### src/rtl/core_boot_loader.sv
// Boot loader: streams host words big-endian into byte-wide instruction RAM, initialises the
// branch predictor table, then sequences core reset hold/run/recapture. BHT init gated by BOOT_BHT_INIT_EN.
module core_boot_loader #(
    parameter int         NUM_WORDS_MAX    = 256,
    parameter int         IMEM_ADDR_W      = 10,
    parameter int         BHT_ENTRIES      = 16,
    parameter logic [1:0] BHT_INIT_VAL     = 2'b01,
    parameter int         RESET_HOLD       = 4,
    parameter int         RUN_CYC_PER_WORD = 5,
    localparam int        LEN_W            = $clog2(NUM_WORDS_MAX + 1),
    localparam int        IDX_W            = $clog2(BHT_ENTRIES)
) (
    input  logic                   clock,
    input  logic                   reset,
    input  logic                   start,
    input  logic [LEN_W-1:0]       prog_len,
    input  logic                   in_valid,
    output logic                   in_ready,
    input  logic [31:0]            in_word,
    output logic                   imem_we,
    output logic [IMEM_ADDR_W-1:0] imem_addr,
    output logic [7:0]             imem_wdata,
    output logic                   bht_we,
    output logic [IDX_W-1:0]       bht_idx,
    output logic [1:0]             bht_wdata,
    output logic                   core_reset,
    output logic                   busy,
    output logic                   done,
    output logic                   run_timeout,
    output logic                   error,
    output logic [2:0]             state_dbg
);

    localparam int RUN_MAX  = NUM_WORDS_MAX * RUN_CYC_PER_WORD;
    localparam int CNT_MAX0 = (RUN_MAX > BHT_ENTRIES) ? RUN_MAX : BHT_ENTRIES;
    localparam int CNT_MAX  = (CNT_MAX0 > RESET_HOLD) ? CNT_MAX0 : RESET_HOLD;
    localparam int CNT_W    = $clog2(CNT_MAX + 1);

    typedef enum logic [2:0] {
        S_IDLE = 3'd0,
        S_LOAD = 3'd1,
        S_BHT  = 3'd2,
        S_HOLD = 3'd3,
        S_RUN  = 3'd4,
        S_DONE = 3'd5
    } state_t;

`ifdef BOOT_BHT_INIT_EN
    localparam state_t AFTER_LOAD = S_BHT;
`else
    localparam state_t AFTER_LOAD = S_HOLD;
`endif

    state_t           state;
    logic [LEN_W-1:0] len;
    logic [LEN_W-1:0] accepted;
    logic [LEN_W-1:0] w;
    logic [1:0]       bc;
    logic             buf_v;
    logic [31:0]      word_buf;
    logic [CNT_W-1:0] cnt;
    logic [CNT_W-1:0] budget;
    logic             hs;

    // Handshake: in_valid && in_ready transfers in_word on the rising edge. in_ready depends
    // only on registered state, never on in_valid.
    assign in_ready  = (state == S_LOAD) && (!buf_v || bc == 2'd3) && (accepted < len);
    assign hs        = in_valid && in_ready;
    assign imem_we   = (state == S_LOAD) && buf_v;
    assign imem_addr = IMEM_ADDR_W'({w, bc});
    assign busy      = (state != S_IDLE) && (state != S_DONE);
    assign done      = (state == S_DONE);
    assign state_dbg = state;

    always_comb begin
        imem_wdata = 8'h00;
        case (bc)
            2'd0:    imem_wdata = word_buf[31:24];
            2'd1:    imem_wdata = word_buf[23:16];
            2'd2:    imem_wdata = word_buf[15:8];
            default: imem_wdata = word_buf[7:0];
        endcase
    end

`ifdef BOOT_BHT_INIT_EN
    assign bht_we    = (state == S_BHT);
    assign bht_idx   = cnt[IDX_W-1:0];
    assign bht_wdata = BHT_INIT_VAL;
`else
    assign bht_we    = 1'b0;
    assign bht_idx   = '0;
    assign bht_wdata = 2'b00;
`endif

    always_ff @(posedge clock or posedge reset) begin
        if (reset) begin
            state       <= S_IDLE;
            core_reset  <= 1'b1;
            error       <= 1'b0;
            run_timeout <= 1'b0;
            len         <= '0;
            accepted    <= '0;
            w           <= '0;
            bc          <= 2'd0;
            buf_v       <= 1'b0;
            word_buf    <= 32'h0;
            cnt         <= '0;
            budget      <= '0;
        end else begin
            run_timeout <= 1'b0;
            case (state)
                S_IDLE, S_DONE: begin
                    if (start) begin
                        if (prog_len > LEN_W'(NUM_WORDS_MAX)) begin
                            error <= 1'b1;
                        end else begin
                            error      <= 1'b0;
                            len        <= prog_len;
                            budget     <= (prog_len == '0) ? CNT_W'(RUN_CYC_PER_WORD)
                                          : CNT_W'(prog_len) * CNT_W'(RUN_CYC_PER_WORD);
                            accepted   <= '0;
                            w          <= '0;
                            bc         <= 2'd0;
                            buf_v      <= 1'b0;
                            cnt        <= '0;
                            core_reset <= 1'b1;
                            state      <= (prog_len == '0) ? AFTER_LOAD : S_LOAD;
                        end
                    end
                end
                S_LOAD: begin
                    if (buf_v) begin
                        if (bc == 2'd3) begin
                            w     <= w + LEN_W'(1);
                            buf_v <= 1'b0;
                            if (w == len - LEN_W'(1)) begin
                                state <= AFTER_LOAD;
                            end
                        end else begin
                            bc <= bc + 2'd1;
                        end
                    end
                    // A new word may land in the same cycle the last byte of the previous one drains.
                    if (hs) begin
                        word_buf <= in_word;
                        buf_v    <= 1'b1;
                        bc       <= 2'd0;
                        accepted <= accepted + LEN_W'(1);
                    end
                end
                S_BHT: begin
                    if (cnt == CNT_W'(BHT_ENTRIES - 1)) begin
                        cnt   <= '0;
                        state <= S_HOLD;
                    end else begin
                        cnt <= cnt + CNT_W'(1);
                    end
                end
                S_HOLD: begin
                    if (cnt == CNT_W'(RESET_HOLD - 1)) begin
                        cnt        <= '0;
                        core_reset <= 1'b0;
                        state      <= S_RUN;
                    end else begin
                        cnt <= cnt + CNT_W'(1);
                    end
                end
                S_RUN: begin
                    if (cnt == budget - CNT_W'(1)) begin
                        cnt         <= '0;
                        core_reset  <= 1'b1;
                        run_timeout <= 1'b1;
                        state       <= S_DONE;
                    end else begin
                        cnt <= cnt + CNT_W'(1);
                    end
                end
                default: state <= S_IDLE;
            endcase
        end
    end

endmodule

### config.mk
export PLATFORM = sky130hd
export DESIGN_NAME = core_boot_loader
export DESIGN_NICKNAME = d
export VERILOG_FILES = /design/src/rtl/core_boot_loader.sv
export SDC_FILE = /design/constraint.sdc
export NUM_CORES = 1
export LEC_CHECK = 0
export ABC_AREA = 1
export CORE_MARGIN = 4
export CORE_UTILIZATION = 52
export CTS_CLUSTER_SIZE = 14
export DETAILED_ROUTE_END_ITERATION = 6
export GPL_ROUTABILITY_DRIVEN = 0
export PLACE_DENSITY = 0.85
export SLEW_MARGIN = 20
export SYNTH_ARGS = -nofsm -noshare
export SYNTH_HDL_FRONTEND = slang
export SYNTH_SLANG_ARGS = --single-unit
### constraint.sdc
create_clock -name clock -period 3.5 [get_ports clock]
set_clock_uncertainty 0.05 [all_clocks]
set_input_delay 0.7 -clock clock [delete_from_list [all_inputs] [get_ports clock]]
set_output_delay 0.7 -clock clock [all_outputs]
set_load 0.01 [all_outputs]
==> impl_metrics.json <==
{
  "setup_viol": 0,
  "worstPathRequired_ps": 2750,
  "firstDrtPassIters": 5,
  "wire_per_inst_um": 13.4,
  "max_stage_delay_ps": 560,
  "slowest_stage": "clkdlybuf4s50_1",
  "worst_pin_slew_ps": 579,
  "cts.hold.buffers_added": 0,
  "crit_chain": "ha_1, buf_4, clkinv_1, nand2_1, nand2_2, nor2_4, clkdlybuf4s50_1",
  "startpoint_type": "flop",
  "p_comb_frac": 0.500,
  "track_usage": 0.213,
  "die_x_um": 114,
  "drtIter0Drc": 415,
  "rsz0062_at_grt": "false",
  "hp-class": "flop to flop",
  "ant_nets": 0,
  "fill_cells": 903,
  "async_flop_share": 1.00,
  "post-synth-top-area-cell": "dfrtp_1",
  "tns_ps": 0,
  "portBuffers": 72,
  "postLayoutCellArea_sq_um": 6940,
  "max-vdd-ir-drop_uv": 378,
  "die_area_sq_um": 13100,
  "diodes": 0,
  "fin_crit_ps": 3120,
  "overflow": 0,
  "switchingPower_uw": 2590,
  "ys_ff_latch": 90,
  "cts_resized": 0,
  "cell_internal_pwr_uw": 3110,
  "h-tree-depth": 3,
  "vias_per_cell": 5.18,
  "clock.fmax_mhz": 321,
  "status": "finished, final reports clean",
  "vias": 5219,
  "ios": 80,
  "clock_path_buffers": 2,
  "register_area_sq_um": 2250,
  "wl_um": 13500,
  "syn_area_sq_um": 5880,
  "ys_warn_count": 0,
  "synth_top_cells_by_area": "dfrtp_1, nand2_1, ha_1",
  "drive_gt1_frac": 0.0715,
  "syn_to_final_growth_pct": 18.1,
  "critical_path_class": "flop to output port",
  "cts_setup_buffers": 0,
  "synth_edf_count": 0,
  "powerDensity_nw_per_um2": 822,
  "clock_latency_ps": 350,
  "leakage_uw": 0.00351,
  "ys.flop_type": "dfrtp_1",
  "synth_cell_types": 46,
  "grt_pass1_vias": 4813,
  "p_seq_frac": 0.330,
  "start_util": 0.538,
  "ff2ff_path_depth": 13,
  "grt_pass1_wl_um": 22500,
  "drv_slew": 0,
  "rows": 38,
  "cts_buffers": 9,
  "drc_errors": 0,
  "hold_viol_final": 0,
  "synth_top_area_frac": 0.379,
  "clk_pin_slew_ps": 70,
  "clockPowerShare": 0.170,
  "cts_tree": "built",
  "critPathMaxFanout": 10,
  "syn_inst": 801,
  "postPlaceCellArea_sq_um": 6640,
  "coreArea_sq_um": 10900,
  "antenna_found_initial": 0,
  "relSlewSlack": 0.613,
  "fin_nets": 939,
  "arrival_ps": 2370,
  "root_buffer": "clkbuf_16",
  "grt_max_degree": 59,
  "crit_path_end_kind": "output port",
  "multiInputGateArea_sq_um": 3090,
  "syn_avg_cell_area_sq_um": 7.34,
  "maxCapViolCount": 0,
  "min_path_cells": 2,
  "finalCritPeriodShare": 0.890,
  "dieHeight_um": 114,
  "final_core_util": 0.635,
  "cts.sinks": 90,
  "swShare": 0.454,
  "hpwl_um": 10000,
  "synth-seq-area-share": 0.383
}
==> registers in the layout, indices dropped and copies added (netlist names) <==
signal / flops
error: 1
w: 9
cnt: 11
len: 9
run_timeout: 1
accepted: 9
word_buf: 32
core_reset: 1
buf_v: 1
budget: 11
bc: 2
state_dbg: 3
==> critical path, delay by kind of cell, from the launching register on <==
family	cells	cell delay [ps]
flops	1	390
simple gates	3	460
fa+ha+maj	1	160
buf+inv	3	1010
==> cells in the mapped netlist, types with 3 or more instances <==
cell type	number
dfrtp_1	89
nand2_1	282
a31oi_1	9
nor3_2	3
nand2_4	3
o22ai_1	3
o21ai_0	33
inv_1	87
nor2_1	64
inv_2	3
clkbuf_1	9
nand2_2	10
nor3_1	7
buf_2	6
xnor2_1	7
nor2_2	3
nor4_1	3
xor2_1	15
nand4_1	15
nor2_4	7
nand3_1	43
buf_4	16
or2_2	3
a21oi_1	22
ha_1	31
==> metrics by stage <==
step | hold slack (ps) | power (uW) | std cells | worst slack [ps]
global route | 452 | 6180 | 1007 | 206
global placement | 412 | 4630 | 991 | 529
CTS | 434 | 5710 | 1007 | 357
floorplan | 399 | 3860 | 807 | 416
detailed placement | 415 | 4710 | 991 | 447
finish | 432 | 5700 | 1007 | 384
==> path summary, 6_finish.rpt <==
kind / startpoint / endpoint / slack, ps
setup / recovery: bc[0] / in_ready / 380
max in group asynchronous: reset / core_reset / 2010
min in group asynchronous: reset / word_buf[24] / 680
hold reg to reg: core_reset / core_reset / 430
hold / removal: core_reset / core_reset / 430
setup reg to reg: bc[0] / bc[1] / 860
==> placed cells by master (no fill, tap or decap), types with 2 or more instances in the layout <==
cell type and instances:
nand3b_1 2, inv_2 3, nor2_1 64, o31ai_2 2
nor4_1 3, a21oi_1 22, o21ai_0 33, inv_1 86
nor2_2 3, nor3_2 3, conb_1 7, a31oi_1 9
clkbuf_16 9, nor3_1 7, dfrtp_1 89, nand2_4 3
xor2_1 15, nand3_1 43, nand4_1 15, a32o_1 2
o21ai_1 2, nor2_4 7, clkinvlp_4 2, inv_8 2
buf_4 5, o31ai_1 2, nand2_2 10, nand2_1 282
xnor2_1 7, o22ai_1 3, a21oi_4 2, ha_1 31
or2_2 3, clkdlybuf4s50_1 72
==> kinds of logic (layout without fill, tap and decap cells) <==
| kind of cell | Yosys count | after routing | share of synthesized area |
|---|---|---|---|
| DFF | 90 | 90 | 0.383 |
| adders and majority gates | 32 | 32 | 0.0694 |
| other | 1 | 7 | 0.000638 |
| and+or+nand+nor | 446 | 446 | 0.329 |
| AOI/OAI and AO/OA | 84 | 84 | 0.0866 |
| buffers and inverters | 125 | 185 | 0.0941 |
| xor gates and xnor gates | 23 | 23 | 0.0366 |
==> metal layers <==
layer	global-route usage	wire [um]
met1	0.299	6140
met2	0.336	6300
met3	0.0264	723
met4	0.0816	363
met5	0	0
==> power groups by stage <==
stage	logic [uW]	clock network (uW)	registers (uW)
2_1_floorplan	2080	0	1780
3_3_place_gp	2760	0	1870
4_1_cts	2860	980	1870
6_report	2850	972	1880
5_1_grt	3220	1020	1940
3_5_place_dp	2830	0	1880
==> cell type report <==
type	count	area share
sequential	90	0.325
inverter	91	0.0494
clock buffer	9	0.0324
tap	140	0.0252
multi-input combinational	592	0.446
clock inverter	7	0.0103
timing repair buffer	78	0.112
(Power assumes the default switching activity.)
